<file path="src/rtl/secded_stream_decoder_if.sv">
// secded_stream_decoder_if: valid/ready stream bundle for the SECDED decoder.
//   in_valid/in_ready/in_code          : received codeword stream (bit 0 = overall parity,
//                                        bits 1..N = Hamming positions)
//   out_valid/out_ready                : decoded result stream
//   out_data/out_syndrome/out_sec/ded  : corrected data, raw syndrome, error flags
// Modports: master = producer of codewords / consumer of results, slave = decoder.
interface secded_stream_decoder_if #(
    parameter int unsigned DATA_W = 4
);
    // Smallest p with 2^p >= DATA_W + p + 1.
    function automatic int unsigned calc_p_w(input int unsigned dw);
        int unsigned p;
        p = 0;
        for (int unsigned q = 1; q <= 7; q++) begin
            if (p == 0 && (32'd1 << q) >= dw + q + 1) p = q;
        end
        return p;
    endfunction

    localparam int unsigned P_W = calc_p_w(DATA_W);
    localparam int unsigned N   = DATA_W + P_W;

    logic              in_valid;
    logic              in_ready;
    logic [N:0]        in_code;
    logic              out_valid;
    logic              out_ready;
    logic [DATA_W-1:0] out_data;
    logic [P_W-1:0]    out_syndrome;
    logic              out_sec;
    logic              out_ded;

    modport master (
        output in_valid, in_code, out_ready,
        input  in_ready, out_valid, out_data, out_syndrome, out_sec, out_ded
    );

    modport slave (
        input  in_valid, in_code, out_ready,
        output in_ready, out_valid, out_data, out_syndrome, out_sec, out_ded
    );
endinterface

</file>
<file path="src/rtl/secded_stream_decoder.sv">
// secded_stream_decoder: two-stage pipelined SECDED (extended Hamming) decoder with
// valid/ready backpressure.
//   clk, rst_n  : clock, asynchronous active-low reset
//   bus (slave) : codeword input stream and decoded output stream
//   cnt_clr     : synchronous clear of the error counters
//   sec_cnt     : corrected-error count (saturating)
//   ded_cnt     : uncorrectable-error count (saturating)
// Optional feature macro SECDED_ERR_CNT_EN: when undefined the counters are absent,
// sec_cnt/ded_cnt read 0 and cnt_clr is ignored.
module secded_stream_decoder #(
    parameter int unsigned DATA_W = 4,
    parameter int unsigned CNT_W  = 16
) (
    input  logic                   clk,
    input  logic                   rst_n,
    secded_stream_decoder_if.slave bus,
    input  logic                   cnt_clr,
    output logic [CNT_W-1:0]       sec_cnt,
    output logic [CNT_W-1:0]       ded_cnt
);
    // Smallest p with 2^p >= DATA_W + p + 1.
    function automatic int unsigned calc_p_w(input int unsigned dw);
        int unsigned p;
        p = 0;
        for (int unsigned q = 1; q <= 7; q++) begin
            if (p == 0 && (32'd1 << q) >= dw + q + 1) p = q;
        end
        return p;
    endfunction

    localparam int unsigned P_W = calc_p_w(DATA_W);
    localparam int unsigned N   = DATA_W + P_W;
    localparam int unsigned CW  = N + 1;

    // Positions (bit 0 = overall parity) that contribute to syndrome bit k.
    function automatic logic [CW-1:0] syn_mask(input int unsigned k);
        logic [CW-1:0] m;
        m = '0;
        for (int unsigned p = 1; p <= N; p++) begin
            if (((p >> k) & 32'd1) != 0) m = m | (CW'(1) << p);
        end
        return m;
    endfunction

    // Hamming position holding data bit idx (non-power-of-two positions, ascending).
    function automatic int unsigned data_pos(input int unsigned idx);
        int unsigned cnt;
        int unsigned pos;
        cnt = 0;
        pos = 0;
        for (int unsigned p = 3; p <= N; p++) begin
            if ((p & (p - 1)) != 0) begin
                if (cnt == idx) pos = p;
                cnt++;
            end
        end
        return pos;
    endfunction

    // Stage 1: registered codeword (positions 1..N at bits 0..N-1), syndrome, parity
    logic              s1_valid_q, s1_valid_d;
    logic [N-1:0]      s1_code_q,  s1_code_d;
    logic [P_W-1:0]    s1_syn_q,   s1_syn_d;
    logic              s1_par_q,   s1_par_d;

    // Stage 2: registered outputs
    logic              out_valid_q, out_valid_d;
    logic [DATA_W-1:0] out_data_q,  out_data_d;
    logic [P_W-1:0]    out_syn_q,   out_syn_d;
    logic              out_sec_q,   out_sec_d;
    logic              out_ded_q,   out_ded_d;

    logic              s2_load_c;
    logic              in_ready_c;
    logic              in_fire_c;
    logic [P_W-1:0]    syn_c;
    logic              in_range_c;
    logic              sec_c;
    logic              ded_c;
    logic [N-1:0]      flip_c;
    logic [N-1:0]      corr_c;
    logic [DATA_W-1:0] data_c;

    // Handshake: stage 2 loads when empty or draining; stage 1 accepts when it can move on.
    assign s2_load_c  = s1_valid_q && (!out_valid_q || bus.out_ready);
    assign in_ready_c = !s1_valid_q || s2_load_c;
    assign in_fire_c  = bus.in_valid && in_ready_c;

    // Syndrome of the incoming word, one XOR tree per bit.
    for (genvar k = 0; k < P_W; k++) begin : g_syn
        localparam logic [CW-1:0] MASK = syn_mask(k);
        assign syn_c[k] = ^(bus.in_code & MASK);
    end

    // Classification: odd parity with an in-range syndrome is a single error
    // (syndrome 0 means the overall-parity bit itself flipped).
    assign in_range_c = (32'(s1_syn_q) <= N);
    assign sec_c      = s1_par_q && in_range_c;
    assign ded_c      = (s1_syn_q != '0) && (!s1_par_q || !in_range_c);
    assign flip_c     = (sec_c && s1_syn_q != '0) ? (N'(1) << (s1_syn_q - P_W'(1))) : '0;
    assign corr_c     = s1_code_q ^ flip_c;

    // Data extraction from the non-parity positions.
    for (genvar i = 0; i < DATA_W; i++) begin : g_data
        localparam int unsigned POS = data_pos(i);
        assign data_c[i] = corr_c[POS-1];
    end

    // Next-state for both pipeline stages.
    always_comb begin
        s1_valid_d  = s1_valid_q;
        s1_code_d   = s1_code_q;
        s1_syn_d    = s1_syn_q;
        s1_par_d    = s1_par_q;
        out_valid_d = out_valid_q;
        out_data_d  = out_data_q;
        out_syn_d   = out_syn_q;
        out_sec_d   = out_sec_q;
        out_ded_d   = out_ded_q;

        if (s2_load_c) begin
            out_valid_d = 1'b1;
            out_data_d  = data_c;
            out_syn_d   = s1_syn_q;
            out_sec_d   = sec_c;
            out_ded_d   = ded_c;
        end else if (bus.out_ready) begin
            out_valid_d = 1'b0;
        end

        if (in_fire_c) begin
            s1_valid_d = 1'b1;
            s1_code_d  = bus.in_code[N:1];
            s1_syn_d   = syn_c;
            s1_par_d   = ^bus.in_code;
        end else if (s2_load_c) begin
            s1_valid_d = 1'b0;
        end
    end

    // Pipeline registers.
    always_ff @(posedge clk or negedge rst_n) begin
        if (!rst_n) begin
            s1_valid_q  <= 1'b0;
            s1_code_q   <= '0;
            s1_syn_q    <= '0;
            s1_par_q    <= 1'b0;
            out_valid_q <= 1'b0;
            out_data_q  <= '0;
            out_syn_q   <= '0;
            out_sec_q   <= 1'b0;
            out_ded_q   <= 1'b0;
        end else begin
            s1_valid_q  <= s1_valid_d;
            s1_code_q   <= s1_code_d;
            s1_syn_q    <= s1_syn_d;
            s1_par_q    <= s1_par_d;
            out_valid_q <= out_valid_d;
            out_data_q  <= out_data_d;
            out_syn_q   <= out_syn_d;
            out_sec_q   <= out_sec_d;
            out_ded_q   <= out_ded_d;
        end
    end

    assign bus.in_ready     = in_ready_c;
    assign bus.out_valid    = out_valid_q;
    assign bus.out_data     = out_data_q;
    assign bus.out_syndrome = out_syn_q;
    assign bus.out_sec      = out_sec_q;
    assign bus.out_ded      = out_ded_q;

`ifdef SECDED_ERR_CNT_EN
    logic [CNT_W-1:0] sec_cnt_q, sec_cnt_d;
    logic [CNT_W-1:0] ded_cnt_q, ded_cnt_d;
    logic             out_hs_c;

    assign out_hs_c = out_valid_q && bus.out_ready;

    // Saturating counters of delivered errors; clear wins over increment.
    always_comb begin
        sec_cnt_d = sec_cnt_q;
        ded_cnt_d = ded_cnt_q;
        if (cnt_clr) begin
            sec_cnt_d = '0;
            ded_cnt_d = '0;
        end else if (out_hs_c) begin
            if (out_sec_q && sec_cnt_q != '1) sec_cnt_d = sec_cnt_q + CNT_W'(1);
            if (out_ded_q && ded_cnt_q != '1) ded_cnt_d = ded_cnt_q + CNT_W'(1);
        end
    end

    always_ff @(posedge clk or negedge rst_n) begin
        if (!rst_n) begin
            sec_cnt_q <= '0;
            ded_cnt_q <= '0;
        end else begin
            sec_cnt_q <= sec_cnt_d;
            ded_cnt_q <= ded_cnt_d;
        end
    end

    assign sec_cnt = sec_cnt_q;
    assign ded_cnt = ded_cnt_q;
`else
    logic unused_cnt_clr;
    assign unused_cnt_clr = cnt_clr;
    assign sec_cnt        = '0;
    assign ded_cnt        = '0;
`endif

endmodule
</file>
<file path="src/flat_wrapper.sv">
// flat-port wrapper written by rule: the top's interface ports become plain ports
module secded_stream_decoder_flat 
#(
    parameter int unsigned DATA_W = 4,
    parameter int unsigned CNT_W  = 16
)
  (clk, rst_n, cnt_clr, sec_cnt, ded_cnt, bus_in_valid, bus_in_code, bus_out_ready, bus_in_ready, bus_out_valid, bus_out_data, bus_out_syndrome, bus_out_sec, bus_out_ded);
  secded_stream_decoder_if #(.DATA_W(DATA_W)) bus_i ();
  input  logic clk;
  input  logic rst_n;
  input  logic cnt_clr;
  output logic [CNT_W-1:0] sec_cnt;
  output logic [CNT_W-1:0] ded_cnt;
  input wire logic [$bits(bus_i.in_valid)-1:0] bus_in_valid;
  input wire logic [$bits(bus_i.in_code)-1:0] bus_in_code;
  input wire logic [$bits(bus_i.out_ready)-1:0] bus_out_ready;
  output wire logic [$bits(bus_i.in_ready)-1:0] bus_in_ready;
  output wire logic [$bits(bus_i.out_valid)-1:0] bus_out_valid;
  output wire logic [$bits(bus_i.out_data)-1:0] bus_out_data;
  output wire logic [$bits(bus_i.out_syndrome)-1:0] bus_out_syndrome;
  output wire logic [$bits(bus_i.out_sec)-1:0] bus_out_sec;
  output wire logic [$bits(bus_i.out_ded)-1:0] bus_out_ded;
  assign bus_i.in_valid = bus_in_valid;
  assign bus_i.in_code = bus_in_code;
  assign bus_i.out_ready = bus_out_ready;
  assign bus_in_ready = bus_i.in_ready;
  assign bus_out_valid = bus_i.out_valid;
  assign bus_out_data = bus_i.out_data;
  assign bus_out_syndrome = bus_i.out_syndrome;
  assign bus_out_sec = bus_i.out_sec;
  assign bus_out_ded = bus_i.out_ded;
  secded_stream_decoder #(.DATA_W(DATA_W), .CNT_W(CNT_W)) u_core (.clk(clk), .rst_n(rst_n), .bus(bus_i), .cnt_clr(cnt_clr), .sec_cnt(sec_cnt), .ded_cnt(ded_cnt));
endmodule
</file>
<file path="config.mk">
export PLATFORM = sky130hd
export DESIGN_NAME = secded_stream_decoder_flat
export DESIGN_NICKNAME = d
export VERILOG_FILES = /design/src/rtl/secded_stream_decoder_if.sv /design/src/rtl/secded_stream_decoder.sv /design/src/flat_wrapper.sv
export SDC_FILE = /design/constraint.sdc
export NUM_CORES = 1
export LEC_CHECK = 0
export BUFFER_PORTS_ARGS = -buffer_cell sky130_fd_sc_hd__buf_2
export CORE_ASPECT_RATIO = 1.5
export CORE_MARGIN = 2
export CORE_UTILIZATION = 35
export CTS_BUF_LIST = sky130_fd_sc_hd__clkbuf_16
export DETAILED_ROUTE_END_ITERATION = 7
export PLACE_DENSITY = 0.68
export SLEW_MARGIN = 40
export SYNTH_ARGS = -nofsm -noshare
export SYNTH_HDL_FRONTEND = slang
export SYNTH_SLANG_ARGS = --single-unit
</file>
<file path="constraint.sdc">
create_clock -name clk -period 2.75 [get_ports clk]
set_input_delay 0.4125 -clock clk [delete_from_list [all_inputs] [get_ports clk]]
set_output_delay 0.4125 -clock clk [all_outputs]
set_load 0.05 [all_outputs]
</file>
; After elaboration in Yosys (flattened, before gate mapping)
; Index checks and enable logic that the tools add are counted.
[word_totals]
rom_bits = 0
latch_bits = 0
elab_cells = 33
n_memories = 0
in_bits = 13
ramBits = 0
register_bits = 22
[classes]
reduce_logical = 16
magnitude_cmp = 0
n_addsub = 1
eq_ne = 0
div = 0
n_shift = 1
muxes = 5
mul = 0
bitwise_logic = 1
[op_table]
columns = op, count
row1 = XOR reduction 8 bit, 4
row2 = two-way mux 7 bit, 1
row3 = "left shift 1 x 3 -> 7 bit, first input constant", 1
row4 = XOR 7 bit, 1
row5 = logical AND 1 bit, 4
row6 = two-way mux 1 bit, 4
row7 = nonzero test 2 bit, 2
row8 = zero test 1 bit, 3
row9 = nonzero test 3 bit, 1
row10 = "subtractor 3 x 1 -> 3 bit, second input constant", 1
row11 = logical OR 1 bit, 2

; Logic depth before layout (Yosys ltp)
[depth]
ltp_word = 6
depth_mapped = 5
ltp_nobuf = 4

; Worst setup path after synthesis
; OpenSTA, ideal clock, no wires.
[synth_path]
path_kind = reg-to-reg
startpoint = register u_core.out_valid_q, in the netlist u_core.bus.out_valid
endpoint = register u_core.s1_code_q[4]
t_arrival_ns = 1.919
t_required_ns = 2.625
period_less_slack_ns = 2.044
setup_ns = 0.125
stages_incl_launch_ff = 5
setup_slack_ns = 0.706
cell_sequence = dfrtp_1 nand3b_1 nand2_1 buf_4 mux2_2
[synth_between]
elab_chain_len = 5
[synth_rtl]
columns = element, line_no
row1 = "start, declared", secded_stream_decoder.sv:67  ; logic out_valid_q, out_valid_d;
row2 = "start signal, assigned", secded_stream_decoder.sv:158  ; out_valid_q <= out_valid_d;
row3 = zero test 1 bit, secded_stream_decoder.sv:85  ; assign s2_load_c = s1_valid_q && (!out_valid_q || bus.out_ready);
row4 = logical OR 1 bit, secded_stream_decoder.sv:85
row5 = logical AND 1 bit, secded_stream_decoder.sv:85
row6 = logical OR 1 bit, secded_stream_decoder.sv:86  ; assign in_ready_c = !s1_valid_q || s2_load_c;
row7 = named net bus_in_ready, flat_wrapper.sv:17  ; output wire logic [$bits(bus_i.in_ready)-1:0] bus_in_ready;
row8 = logical AND 1 bit, secded_stream_decoder.sv:87  ; assign in_fire_c = bus.in_valid && in_ready_c;
row9 = "end signal, assigned", secded_stream_decoder.sv:155  ; s1_code_q <= s1_code_d;
row10 = "end, declared", secded_stream_decoder.sv:62  ; logic [N-1:0] s1_code_q, s1_code_d;
; The timed path passes the listed nets, and every way through them passes these cells.
; A chain may end at the register's enable or synchronous reset.

; Final worst setup path
[layout_path]
startpoint = register u_core.s1_valid_q
endpoint = output bus_in_ready
[layout_between]
elab_chain_len = 2
[layout_rtl]
columns = element, line_no
row1 = "start, declared", secded_stream_decoder.sv:61  ; logic s1_valid_q, s1_valid_d;
row2 = "start signal, assigned", secded_stream_decoder.sv:154  ; s1_valid_q <= s1_valid_d;
row3 = zero test 1 bit or logical AND 1 bit (tied branches), "secded_stream_decoder.sv:86, secded_stream_decoder.sv:85"
row4 = logical OR 1 bit *, secded_stream_decoder.sv:86
row5 = "end, declared", flat_wrapper.sv:17
; Mark *: on every way between the ends. The rest lies on a longest branch, timed or not.

==> impl_metrics.ini <==
[run_status]
status = complete, no violations

[timing]
fin_skew_ps = 0.556
rsz0062_at_grt = false
fmax_mhz = 690
slew_viol_final = 0
hold_slack_ps = 93.6
finalCritPeriodShare_pct = 52.7
finalHoldViolCount = 0
setup_viol = 0
period_needed_ps = 1450
setup_tns_ps = 0

[floorplan]
coreArea_mm2 = 0.00310
num_rows = 25
die_y_um = 73.2
dieWidth_um = 50.1
initial_core_util_pct = 36.0
die_area_mm2 = 0.00367
ioPinCount = 56

[setup_path]
reg2reg_to = u_core.s1_code_q[4]$_DFFE_PN0P_
slowest_stage = dfrtp_1
crit_path_cell_trace = nand3b_1 > buf_2
reg2regPathDepth = 3
rr_startpoint = u_core.s1_valid_q$_DFFE_PN0P_
critPathKind = reg -> out
path_buf_inv = 1
crit_end = bus_in_ready
cpPeakStageDelay_ps = 380
start_kind = register
crit_path_start = u_core.s1_valid_q$_DFFE_PN0P_
critPathArrivalTime_ps = 1040
worstPathMaxFanout = 3
cp_data_required_time_ps = 2340
r2r_slack_ps = 1470
cp.depth = 2
end_kind = output port
critPathTopFamily = flip-flops

[finish]
layout.nets = 142
final_layout_size_suffix_gt1_share_pct = 27.3
area_growth_pct = 9.19
final_util_pct = 39.4
diodes = 0
final_cell_mix = 32 x conb_1, 22 x buf_2, 19 x dfrtp_1
final_common_cell = conb_1

[clock_network]
path_clk_slew_ps = 50
cts.sinks = 19
cts_max_level = 1
cts_setup_buffers = 0
cts-root-buf = clkbuf_16
clkLatencyLatePin_ps = 250
cts_buffer_depth = 2
tritoncts = yes
hold_buffers = 0
cts_inserted_buffers = 3
cts_resized = 0

[detailed_routing]
vias = 684
final_antenna_net_count = 0
drc = 0
drt-initial-drc-count = 8
wire_per_inst_um = 9.69
dr.pass1.iters = 4
routed_wl_mm = 1.63
viasPerCell = 4.07

[logic_synthesis]
synth_top_family_by_area = buffers and inverters
syn_area_per_cell_um2 = 10.6
yosys_warnings = 0
synthesis.instances = 105
yosys.area_share.simple_pct = 9.08
synthMuxAreaShare_pct = 9.08
synth-xor-area-share_pct = 12.4
syn-cell-area_mm2 = 0.00112
synth_compound_area_share_pct = 3.81
ys_seq_area_share_pct = 42.6
synthAdderAreaFrac_pct = 0
ys_types = 17
ys_seq_elements = 19

[power]
p_leak_nw = 0.592
p_per_area_mw_per_mm2 = 940
irDropWorstVdd_mv = 0.527

[grt]
grt_remaining_overflow = 0
grt_pass1_wl_mm = 2.64
antenna_found_initial = 0
grt_max_degree = 20
grt_usage_pct = 9.54
grt_pass1_vias = 593

[place]
io_buffers = 22
hpwl_mm = 1.33
place.gp.congestion = 0.692

[run]
cap_violations = 0

[min_path]
hold_class = in -> async
-- cells by family after synthesis --
logic type | after synthesis
buffers and inverters | 34
DFF | 19
and+or+nand+nor | 19
xor gates and xnor gates | 15
muxes | 9
AOI/OAI and AO/OA | 8
other | 1
-- through the flow --
| step | instance area (µm²) | total power [mW] | setup WS (ps) | instances |
|---|---|---|---|---|
| finish | 1220 | 1.15 | 1300 | 168 |
| global route | 1220 | 1.20 | 1250 | 168 |
| CTS | 1220 | 1.15 | 1300 | 168 |
| detailed placement | 1140 | 0.861 | 1220 | 164 |
| global placement | 1140 | 0.851 | 1250 | 164 |
| floorplan | 1230 | 0.805 | 706 | 136 |
-- registers in the layout (all words and copies together) (netlist names) --
name                     cells
u_core.s1_syn_q              3
u_core.s1_par_q              1
u_core.bus.out_syndrome      3
u_core.s1_code_q             4
u_core.bus.out_sec           1
u_core.bus.out_valid         1
u_core.bus.out_data          4
u_core.bus.out_ded           1
u_core.s1_valid_q            1
-- how the worst min path moves through the flow --
| stage | startpoint | end | slack, ps |
|---|---|---|---|
| floorplan | rst_n | u_core.bus.out_data[0]$_DFFE_PN0P_ | 120 |
| global placement | rst_n | u_core.s1_code_q[4]$_DFFE_PN0P_ | 360 |
| detailed placement | rst_n | u_core.s1_code_q[4]$_DFFE_PN0P_ | 380 |
| CTS | rst_n | u_core.s1_code_q[4]$_DFFE_PN0P_ | 110 |
| global route | rst_n | u_core.s1_code_q[2]$_DFFE_PN0P_ | 120 |
| finish | rst_n | u_core.s1_code_q[4]$_DFFE_PN0P_ | 90 |
-- power breakdown --
group | switching, mW | total (mW) | internal (mW)
combinational | 0.338 | 0.445 | 0.107
sequential | 0.0562 | 0.407 | 0.350
clock | 0.100 | 0.294 | 0.193
total | 0.495 | 1.15 | 0.651
-- per-layer routing --
layer,vias up,share of wire [%],track usage [%]
met4,0,2.6,5.56
met5,-,0,0
li1,326,-,-
met1,312,33,9.41
met2,41,55,17.5
met3,5,9.1,2.46
-- layout make-up --
class | count | area [µm²]
Clock buffer | 3 | 75.1
Sequential cell | 19 | 475
Clock inverter | 1 | 3.75
Multi-Input combinational cell | 83 | 504
Tap cell | 40 | 50.0
Timing Repair Buffer | 22 | 110
Fill cell | 308 | 1880
-- synthesized netlist by cell type --
cell,instances,area [µm²]
mux2_2,9,101
o21ai_0,6,30.0
nand4b_1,3,26.3
nor3_1,1,5.00
nand2_1,10,37.5
nand3b_1,1,7.51
dfrtp_1,19,475
o21ai_1,1,5.00
buf_2,1,5.00
nand4_1,1,6.26
o31ai_1,1,7.51
xor2_2,1,16.3
nand2b_1,3,18.8
conb_1,1,3.75
buf_4,33,248
xor2_1,7,61.3
xnor2_1,7,61.3
Power figures use the tool's default switching activity.
